--- src/rtl/simple_pkg.sv ---
// rtl/simple_pkg.sv - shared codes and types for the sequencer driver
package simple_pkg;

  localparam logic [2:0] OUT_S0 = 3'b001;
  localparam logic [2:0] OUT_S1 = 3'b010;
  localparam logic [2:0] OUT_S2 = 3'b100;
  localparam logic [2:0] OUT_S3 = 3'b111;

  typedef enum logic [3:0] {
    D_IDLE,
    D_START,
    D_W_S1,
    D_W_S2,
    D_W_S3,
    D_DWELL,
    D_STEP3,
    D_W_S0,
    D_DONE
  } drv_state_e;

  typedef enum logic [1:0] {
    ST_OK      = 2'd0,
    ST_ABORTED = 2'd1,
    ST_TIMEOUT = 2'd2,
    ST_LOST    = 2'd3
  } status_e;

endpackage

--- src/rtl/seq_cycle_counter.sv ---
// rtl/seq_cycle_counter.sv - loadable down counter with zero flag, saturating at 0
module seq_cycle_counter #(
  parameter int W = 4
) (
  input  logic         clk_i,
  input  logic         rst_ni,
  input  logic         load_i,
  input  logic [W-1:0] load_val_i,
  input  logic         dec_i,
  output logic         zero_o
);

  logic [W-1:0] cnt_q, cnt_d;

  always_comb begin
    cnt_d = cnt_q;
    if (load_i) begin
      cnt_d = load_val_i;
    end else if (dec_i && (cnt_q != '0)) begin
      cnt_d = cnt_q - 1'b1;
    end
  end

  always_ff @(posedge clk_i or negedge rst_ni) begin
    if (!rst_ni) begin
      cnt_q <= '0;
    end else begin
      cnt_q <= cnt_d;
    end
  end

  assign zero_o = (cnt_q == '0);

endmodule

--- src/rtl/step_seq_driver.sv ---
// rtl/step_seq_driver.sv - command driver for the start/step2/step3 sequencer FSM
module step_seq_driver
  import simple_pkg::*;
#(
  parameter int DW      = 4,
  parameter int TIMEOUT = 16
) (
  input  logic          clk,
  input  logic          clr_n,
  input  logic          req_valid,
  output logic          req_ready,
  input  logic          req_go2,
  input  logic [DW-1:0] req_dwell,
  input  logic [2:0]    fsm_out,
  output logic          start,
  output logic          step2,
  output logic          step3,
  output logic          busy,
  output logic          done,
  output logic [1:0]    status
);

  localparam int TW = (TIMEOUT > 2) ? $clog2(TIMEOUT) : 1;
  localparam logic [TW-1:0] TO_LOAD = TW'(TIMEOUT - 1);

  drv_state_e    state_q, state_d;
  status_e       status_q, status_d;
  logic          go2_q, go2_d;
  logic [DW-1:0] dwell_q, dwell_d, dwell_m1;
  logic          start_q, start_d, step2_q, step2_d, step3_q, step3_d;
  logic          busy_q, busy_d, done_q, done_d;
  logic          to_load, to_dec, to_zero;
  logic          dw_load, dw_dec, dw_zero;
  logic          expire, lost;

  assign dwell_m1 = dwell_q - 1'b1;

  // Wait counters are loaded with TIMEOUT-1 on entry so expiry lands on the TIMEOUT-th cycle.
  seq_cycle_counter #(.W(TW)) u_timeout (
    .clk_i      (clk),
    .rst_ni     (clr_n),
    .load_i     (to_load),
    .load_val_i (TO_LOAD),
    .dec_i      (to_dec),
    .zero_o     (to_zero)
  );

  seq_cycle_counter #(.W(DW)) u_dwell (
    .clk_i      (clk),
    .rst_ni     (clr_n),
    .load_i     (dw_load),
    .load_val_i (dwell_m1),
    .dec_i      (dw_dec),
    .zero_o     (dw_zero)
  );

  assign req_ready = (state_q == D_IDLE) && (fsm_out == OUT_S0);

  always_comb begin
    state_d  = state_q;
    status_d = status_q;
    go2_d    = go2_q;
    dwell_d  = dwell_q;
    start_d  = 1'b0;
    step2_d  = step2_q;
    step3_d  = 1'b0;
    busy_d   = busy_q;
    done_d   = 1'b0;
    to_load  = 1'b0;
    to_dec   = 1'b0;
    dw_load  = 1'b0;
    dw_dec   = 1'b0;
    expire   = 1'b0;
    lost     = 1'b0;
    case (state_q)
      D_IDLE: begin
        if (req_valid && req_ready) begin
          go2_d    = req_go2;
          dwell_d  = req_dwell;
          status_d = ST_OK;
          start_d  = 1'b1;
          step2_d  = req_go2;
          busy_d   = 1'b1;
          state_d  = D_START;
        end
      end
      D_START: begin
        to_load = 1'b1;
        state_d = D_W_S1;
      end
      D_W_S1: begin
        if (fsm_out == OUT_S1) begin
          to_load = 1'b1;
          state_d = D_W_S2;
        end else if (to_zero) begin
          expire = 1'b1;
        end else begin
          to_dec = 1'b1;
        end
      end
      D_W_S2: begin
        if (fsm_out == OUT_S0) begin
          lost = 1'b1;
        end else if (fsm_out == OUT_S2) begin
          // The FSM samples step2 in state2 on this same edge, so step2 is released here.
          to_load = 1'b1;
          step2_d = 1'b0;
          if (go2_q) begin
            state_d = D_W_S3;
          end else begin
            status_d = ST_ABORTED;
            state_d  = D_W_S0;
          end
        end else if (to_zero) begin
          expire = 1'b1;
        end else begin
          to_dec = 1'b1;
        end
      end
      D_W_S3: begin
        if (fsm_out == OUT_S0) begin
          lost = 1'b1;
        end else if (fsm_out == OUT_S3) begin
          if (dwell_q == '0) begin
            step3_d = 1'b1;
            state_d = D_STEP3;
          end else begin
            dw_load = 1'b1;
            state_d = D_DWELL;
          end
        end else if (to_zero) begin
          expire = 1'b1;
        end else begin
          to_dec = 1'b1;
        end
      end
      D_DWELL: begin
        if (fsm_out == OUT_S0) begin
          lost = 1'b1;
        end else if (dw_zero) begin
          step3_d = 1'b1;
          state_d = D_STEP3;
        end else begin
          dw_dec = 1'b1;
        end
      end
      D_STEP3: begin
        to_load = 1'b1;
        state_d = D_W_S0;
      end
      D_W_S0: begin
        if (fsm_out == OUT_S0) begin
          done_d  = 1'b1;
          busy_d  = 1'b0;
          state_d = D_DONE;
        end else if (to_zero) begin
          expire = 1'b1;
        end else begin
          to_dec = 1'b1;
        end
      end
      D_DONE: begin
        state_d = D_IDLE;
      end
      default: begin
        state_d = D_IDLE;
      end
    endcase
    if (expire || lost) begin
      status_d = expire ? ST_TIMEOUT : ST_LOST;
      state_d  = D_IDLE;
      start_d  = 1'b0;
      step2_d  = 1'b0;
      step3_d  = 1'b0;
      busy_d   = 1'b0;
      done_d   = 1'b0;
    end
  end

  always_ff @(posedge clk or negedge clr_n) begin
    if (!clr_n) begin
      state_q  <= D_IDLE;
      status_q <= ST_OK;
      go2_q    <= 1'b0;
      dwell_q  <= '0;
      start_q  <= 1'b0;
      step2_q  <= 1'b0;
      step3_q  <= 1'b0;
      busy_q   <= 1'b0;
      done_q   <= 1'b0;
    end else begin
      state_q  <= state_d;
      status_q <= status_d;
      go2_q    <= go2_d;
      dwell_q  <= dwell_d;
      start_q  <= start_d;
      step2_q  <= step2_d;
      step3_q  <= step3_d;
      busy_q   <= busy_d;
      done_q   <= done_d;
    end
  end

  assign start  = start_q;
  assign step2  = step2_q;
  assign step3  = step3_q;
  assign busy   = busy_q;
  assign done   = done_q;
  assign status = status_q;

endmodule
--- config.mk ---
export PLATFORM = sky130hd
export DESIGN_NAME = step_seq_driver
export DESIGN_NICKNAME = d
export VERILOG_FILES = /design/src/rtl/simple_pkg.sv /design/src/rtl/seq_cycle_counter.sv /design/src/rtl/step_seq_driver.sv
export SDC_FILE = /design/constraint.sdc
export NUM_CORES = 1
export LEC_CHECK = 0
export ABC_AREA = 1
export CAP_MARGIN = 20
export CORE_MARGIN = 2
export CORE_UTILIZATION = 50
export CTS_CLUSTER_SIZE = 16
export DETAILED_ROUTE_END_ITERATION = 12
export PLACE_DENSITY = 0.73
export SETUP_SLACK_MARGIN = 0.02
export SYNTH_ARGS = -nofsm -noshare
export SYNTH_HDL_FRONTEND = slang
export SYNTH_SLANG_ARGS = --single-unit
--- constraint.sdc ---
create_clock -name clk -period 2.1 [get_ports clk]
set_input_delay 0.42 -clock clk [delete_from_list [all_inputs] [get_ports clk]]
set_output_delay 0.42 -clock clk [all_outputs]
set_load 0.02 [all_outputs]
# ---- After elaboration in Yosys (flattened, before gate mapping)
# Cells that the tools add are included.
dict set report op_classes {
  add_sub_neg 3
  eq_ne 21
  mux 74
  n_reduce_logical 22
}
# op count
set ops {}
lappend ops {{$mux 4} 14}
lappend ops {{$mux 1} 45}
lappend ops {{$pmux 4 s8} 1}
lappend ops {{$ne 3x3->1 const B} 9}
lappend ops {{$eq 4x3->1 const B} 4}
lappend ops {{$logic_not 4->1} 4}
lappend ops {{$mux 2} 7}
lappend ops {{$sub 4x1->4 const B} 3}
lappend ops {{$reduce_and 9->1} 1}
lappend ops {{$eq 4x2->1 const B} 2}
lappend ops {{$pmux 1 s4} 2}
lappend ops {{$reduce_bool 4->1} 2}
lappend ops {{$eq 3x3->1 const B} 2}
lappend ops {{$pmux 1 s2} 3}
lappend ops {{$reduce_bool 3->1} 2}
lappend ops {{$reduce_and 5->1} 1}
lappend ops {{$eq 4x1->1 const B} 1}
lappend ops {{$logic_and 1x1->1} 4}
lappend ops {{$pmux 2 s2} 1}
lappend ops {{$reduce_and 4->1} 1}
lappend ops {{$reduce_bool 2->1} 2}
lappend ops {{$eq 3x1->1 const B} 1}
lappend ops {{$eq 3x2->1 const B} 1}
lappend ops {{$ne 3x1->1 const B} 1}
lappend ops {{other kinds (6)} 6}
dict set report totals {
  reg_bits 24
  inputBits 11
  out_inout_bits 8
  wordCells 131
}

# ---- Depth between registers and ports, before layout
dict set report logic_depth {
  word_depth 8
  mapped_depth 11
}

# ---- Modules after synthesis
# From an unflattened synthesis, not the netlist that was laid out.
dict set report hier_totals {
  cells_unflattened 250
  area_unflattened_um2 1689.1
}
# module n_inst cells_per_inst area_each_um2
set by_module_without_submodules {}
lappend by_module_without_submodules {step_seq_driver 1 158 1098.6}
lappend by_module_without_submodules {seq_cycle_counter 2 46 295.3}

# ---- Worst setup path before layout
# Ideal clock, no wire load.
dict set report synth_timing {
  path_kind {register to register}
  start {register state_q[1]}
  end {register u_dwell.cnt_q[2]}
  setup_ns 0.126
  arrival_time_ns 1.455
  path_slack_ns 0.518
  path_stages_with_launch 11
  synth_period_minus_slack_ns 1.582
  path_cell_list {dfrtp_1 inv_1 nand2_2 nor2_4 nand3_2 nand2_1 nand2_2 ha_1 xnor2_1 nand2_1 o21ai_0}
}
dict set report synth_via {
  elab_chain_len 4
  word_cells_on_any_way 7
  cone_classes {eq/ne (2); mux (3); reduce/logical (2)}
}
# element line
set synth_rtl {}
lappend synth_rtl {{from (decl)} step_seq_driver.sv:26} ;# drv_state_e state_q, state_d;
lappend synth_rtl {{from (signal assigned)} step_seq_driver.sv:192} ;# state_q <= state_d;
lappend synth_rtl {{$eq 4x3->1} step_seq_driver.sv:75} ;# case (state_q)
lappend synth_rtl {{$mux 1} step_seq_driver.sv:75}
lappend synth_rtl {{$logic_and 1x1->1} seq_cycle_counter.sv:19} ;# end else if (dec_i && (cnt_q != '0)) begin
lappend synth_rtl {{$reduce_bool 2->1 (no source line)} --}
lappend synth_rtl {{to (signal assigned)} seq_cycle_counter.sv:28} ;# cnt_q <= cnt_d;
lappend synth_rtl {{to (decl)} seq_cycle_counter.sv:13} ;# logic [W-1:0] cnt_q, cnt_d;
# Several ways; a longest one is shown, not always the timed one.
# A chain may end at the register's enable or synchronous reset.

# ---- Worst setup path after layout
dict set report layout_timing {
  start {register state_q[1]}
  end {output port req_ready}
}
dict set report layout_via {
  elab_chain_len 2
}
# element line
set layout_rtl {}
lappend layout_rtl {{$logic_not 4->1} step_seq_driver.sv:57} ;# assign req_ready = (state_q == D_IDLE) && (fsm_out == OUT_S0);
lappend layout_rtl {{$logic_and 1x1->1} step_seq_driver.sv:57}
lappend layout_rtl {{to (decl)} step_seq_driver.sv:11} ;# output logic req_ready,
# No other way between the ends.

==> results.txt <==
The flow ran to the end, and the final reports show no timing, DRC or antenna violations. Of the post-synthesis cell area, the dominant cell type holds 0.389. The die height is around 60 um. The part of the Yosys area used for sequential elements came out at 0.389. The synthesized flop and latch total is 24. The horizontal extent of the die came out at approximately 60 um. Total power for the finished layout comes to between 0.002 and 0.0025 W. The number of standard cells after synthesis is 215.

The first-pass iteration count of the detailed router came out at 4. Of all nets on the critical path, the largest fanout is 5. By area the synthesized netlist is led by dfrtp_1 39%, nand2_1 15%, nand3_1 8.1%. Across the run, the number of max-cap violations was 0. The number of warnings issued by yosys came out at 0. The number of antenna cells inserted is 0.

The routed wirelength normalized by instance count is 11.1 um. The layout overhead on the synthesized area came out at 22.8%. The data required time of the worst path came out at 1.68 ns. The count of boundary I/O pins came out at 19. The total global-route track usage came out at 0.210.

The footprint of the multi-input gates came out at a little over 800 um2. The layout cell share with drive strength beyond 1 came out at 0.177. Across the VDD grid, the largest voltage drop is 695 uV. The accumulated negative setup slack is 0 ns. Setup violations remaining at the end of the flow were counted as 0. Entering global routing, the biggest net connects 25 pins. The effective utilization at floorplan came out at 0.514. Summed over all layers, the routed wires come to 3120 um. The first-iteration detailed-routing DRC count came out at 76.

The source-to-sink clock delay at the later pin of the worst-skew pair came out at ~0.33 ns. The power density relative to cell area came out at 1310 nW/um2. The tightest min-delay check is of the in -> async type.

The nature of the critical path startpoint is a flop. The average instance area after synthesis came out at 7.18 um2. The post-detailed-route count of antenna-violating nets is 0.

The full die area is 3550 um2. The number of fillers in the final layout came out at 264. STA classifies the critical path endpoint as a primary output. The worst setup path is of the reg -> out kind.

Counting along the longest clock path gives a buffer depth of 2. The met3 layer usage reported by global route came out at 0.0284. Counting every net in the synthesized netlist gives between 200 and 250. In the global route stage, met2 resource usage came out at 0.323. The TritonCTS buffer count is 3. Setup repair after global routing left no endpoint under its margin. The number of nets in the final layout came out at 262.

Subtracting the final worst setup slack from the clock period gives 1.92 ns. The synthesized design spends more area on one cell type than any other, namely dfrtp_1. The region available for standard cell placement spans roughly 3000 um2.

The worst slew margin relative to its limit is 0.796. The pin slew with the least headroom to its limit came out at between 0.3 and 0.4 ns. The final-report hold violation count is 0. The final weighted congestion of routability-driven global placement came out at around 0.9. The number of core rows is 20. The library cell used most frequently in the layout, excluding fill and tap cells, is nand2_1.

The number of cells in the finished layout apart from fillers came out at ~280. The total congestion overflow after global routing came out at 0. Tracing the worst setup path back leads to its startpoint at state_q[1]$_DFFE_PN0P_. In this run, post-CTS hold repair placed 0 buffers. The worst setup skew after layout is 0.00760 ns. Once layout is done, the placed cells without fillers occupy 1900 um2. The register cell area after layout came out at about 600 um2. CTS built an H-tree with a depth of 1. The clock sink count came out at 24. In the routed design, unresolved DRC markers number 0. The clock tree from TritonCTS is built.

Synthesis instantiated 25 different standard cells from the library. The ratio of final minimum period to clock period came out at 0.915. The number of global-route vias before repair is 1331.

The global routing stage identified its most utilized layer as met2. The wire length of the first global-routing pass came out at 5650 um. The number of max-slew violations in the final report came out at 0. The cell count after placement is between 200 and 300.

The initial antenna violation count came out at 0. The number of vias after detailed routing came out at 1411. The data arrival time of the critical path came out at 1.50 ns. The tree is rooted in a clkbuf_4. The maximum operating frequency came out at ~520 MHz. Input and output buffers added on the ports amount to 18.

The placed instances occupy a cell area of around 1800 um2. The leakage power is about 1 nW. At the end of the flow the core is filled with cells to 0.631. The met1 usage in global routing came out at 0.290. The average vias per placed instance came out at 5.02. The clock-pin transition on the worst setup and hold timing paths came out at 0.14 ns.

The library cells used most frequently in the layout, excluding fill and tap cells, are 60 x nand2_1, 29 x inv_1, 25 x nand3_1. In this run the critical register-to-register path is launched from state_q[1]$_DFFE_PN0P_. The wire-length estimate of the detail-placed layout is 2480 um. The combined area of all synthesized cells is ~1500 um2.
cells by family (layout without fill, tap and decap cells):
logic type / Yosys count / after routing / share of synthesized area
and+or+nand+nor: 132 / 132 / 0.430
buffers and inverters: 36 / 69 / 0.0875
DFF: 24 / 24 / 0.389
AOI/OAI and AO/OA: 19 / 19 / 0.0656
adders and majority gates: 2 / 2 / 0.0162
xor gates and xnor gates: 2 / 2 / 0.0113
state kept, by name, indices dropped and copies added, names as in the netlist:
register / flops
dwell_q: 4
state_q: 4
u_dwell.cnt_q: 4
u_timeout.cnt_q: 4
status: 2
busy: 1
done: 1
go2_q: 1
start: 1
step2: 1
step3: 1
per-layer routing:
layer	up-vias	part of all wire
met3	9	0.023
met2	18	0.44
li1	750	-
met1	634	0.50
met5	-	0
met4	0	0.027
where the power goes:
part,internal [W],switching [W]
sequential,0.000647,0.000113
clock,0.000193,0.000145
combinational,0.000544,0.000848
worst paths after layout:
| path | to | slack [ns] | depth (start not counted) |
|---|---|---|---|
| max | req_ready | 0.18 | 6 |
| min | u_dwell.cnt_q[1]$_DFFE_PN0P_ | 0.42 | 2 |
| max reg2reg | u_dwell.cnt_q[2]$_DFFE_PN0P_ | 0.40 | 10 |
| min reg2reg | status[1]$_DFFE_PN0P_ | 0.49 | 2 |
| max in group asynchronous | status[1]$_DFFE_PN0P_ | 1.44 | 2 |
| min in group clk | status[1]$_DFFE_PN0P_ | 0.49 | 2 |
area by class of cell:
class                      count  area share
multi-input combinational    155       0.426
sequential                    24       0.317
timing repair buffer          29       0.136
inverter                      36      0.0713
tap                           33      0.0218
clock inverter                 1      0.0158
clock buffer                   3      0.0119
cells in the mapped netlist:
library cell and count:
nand2_1 60, inv_1 29, nand3_1 25, dfrtp_1 24, nor2_1 18, inv_2 7, a21oi_1 6, nand4_1 6
o21ai_0 6, nand2_2 5, nor2_2 5, o21ai_1 5, nor2_4 4, nand2_4 3, ha_1 2, and3_1 1
nand3_2 1, nand3_4 1, nand4_2 1, nor3_1 1, nor3_4 1, o21a_1 1, o32ai_1 1, xnor2_1 1
xor2_1 1
critical path, stage by stage, from the launching register on:
cell	delay, ns
dfrtp_1	0.44
inv_1	0.15
nand2_2	0.10
nor2_2	0.14
inv_2	0.06
nor2_2	0.10
clkbuf_2	0.18
what timing repair did:
item | 4_1_cts | 5_1_grt
buffers inserted | 0 | 0
setup endpoints to repair | 1 | 1
gates resized for setup | 1 | 2
gates cloned | 0 | 0
through the flow:
stage | hold slack, ns | worst slack (ns)
finish | 0.425 | 0.178
global route | 0.421 | 0.0848
CTS | 0.432 | 0.0201
detailed placement | 0.458 | -0.122
global placement | 0.456 | -0.0865
floorplan | 0.124 | 0.518
(Power assumes the default switching activity.)
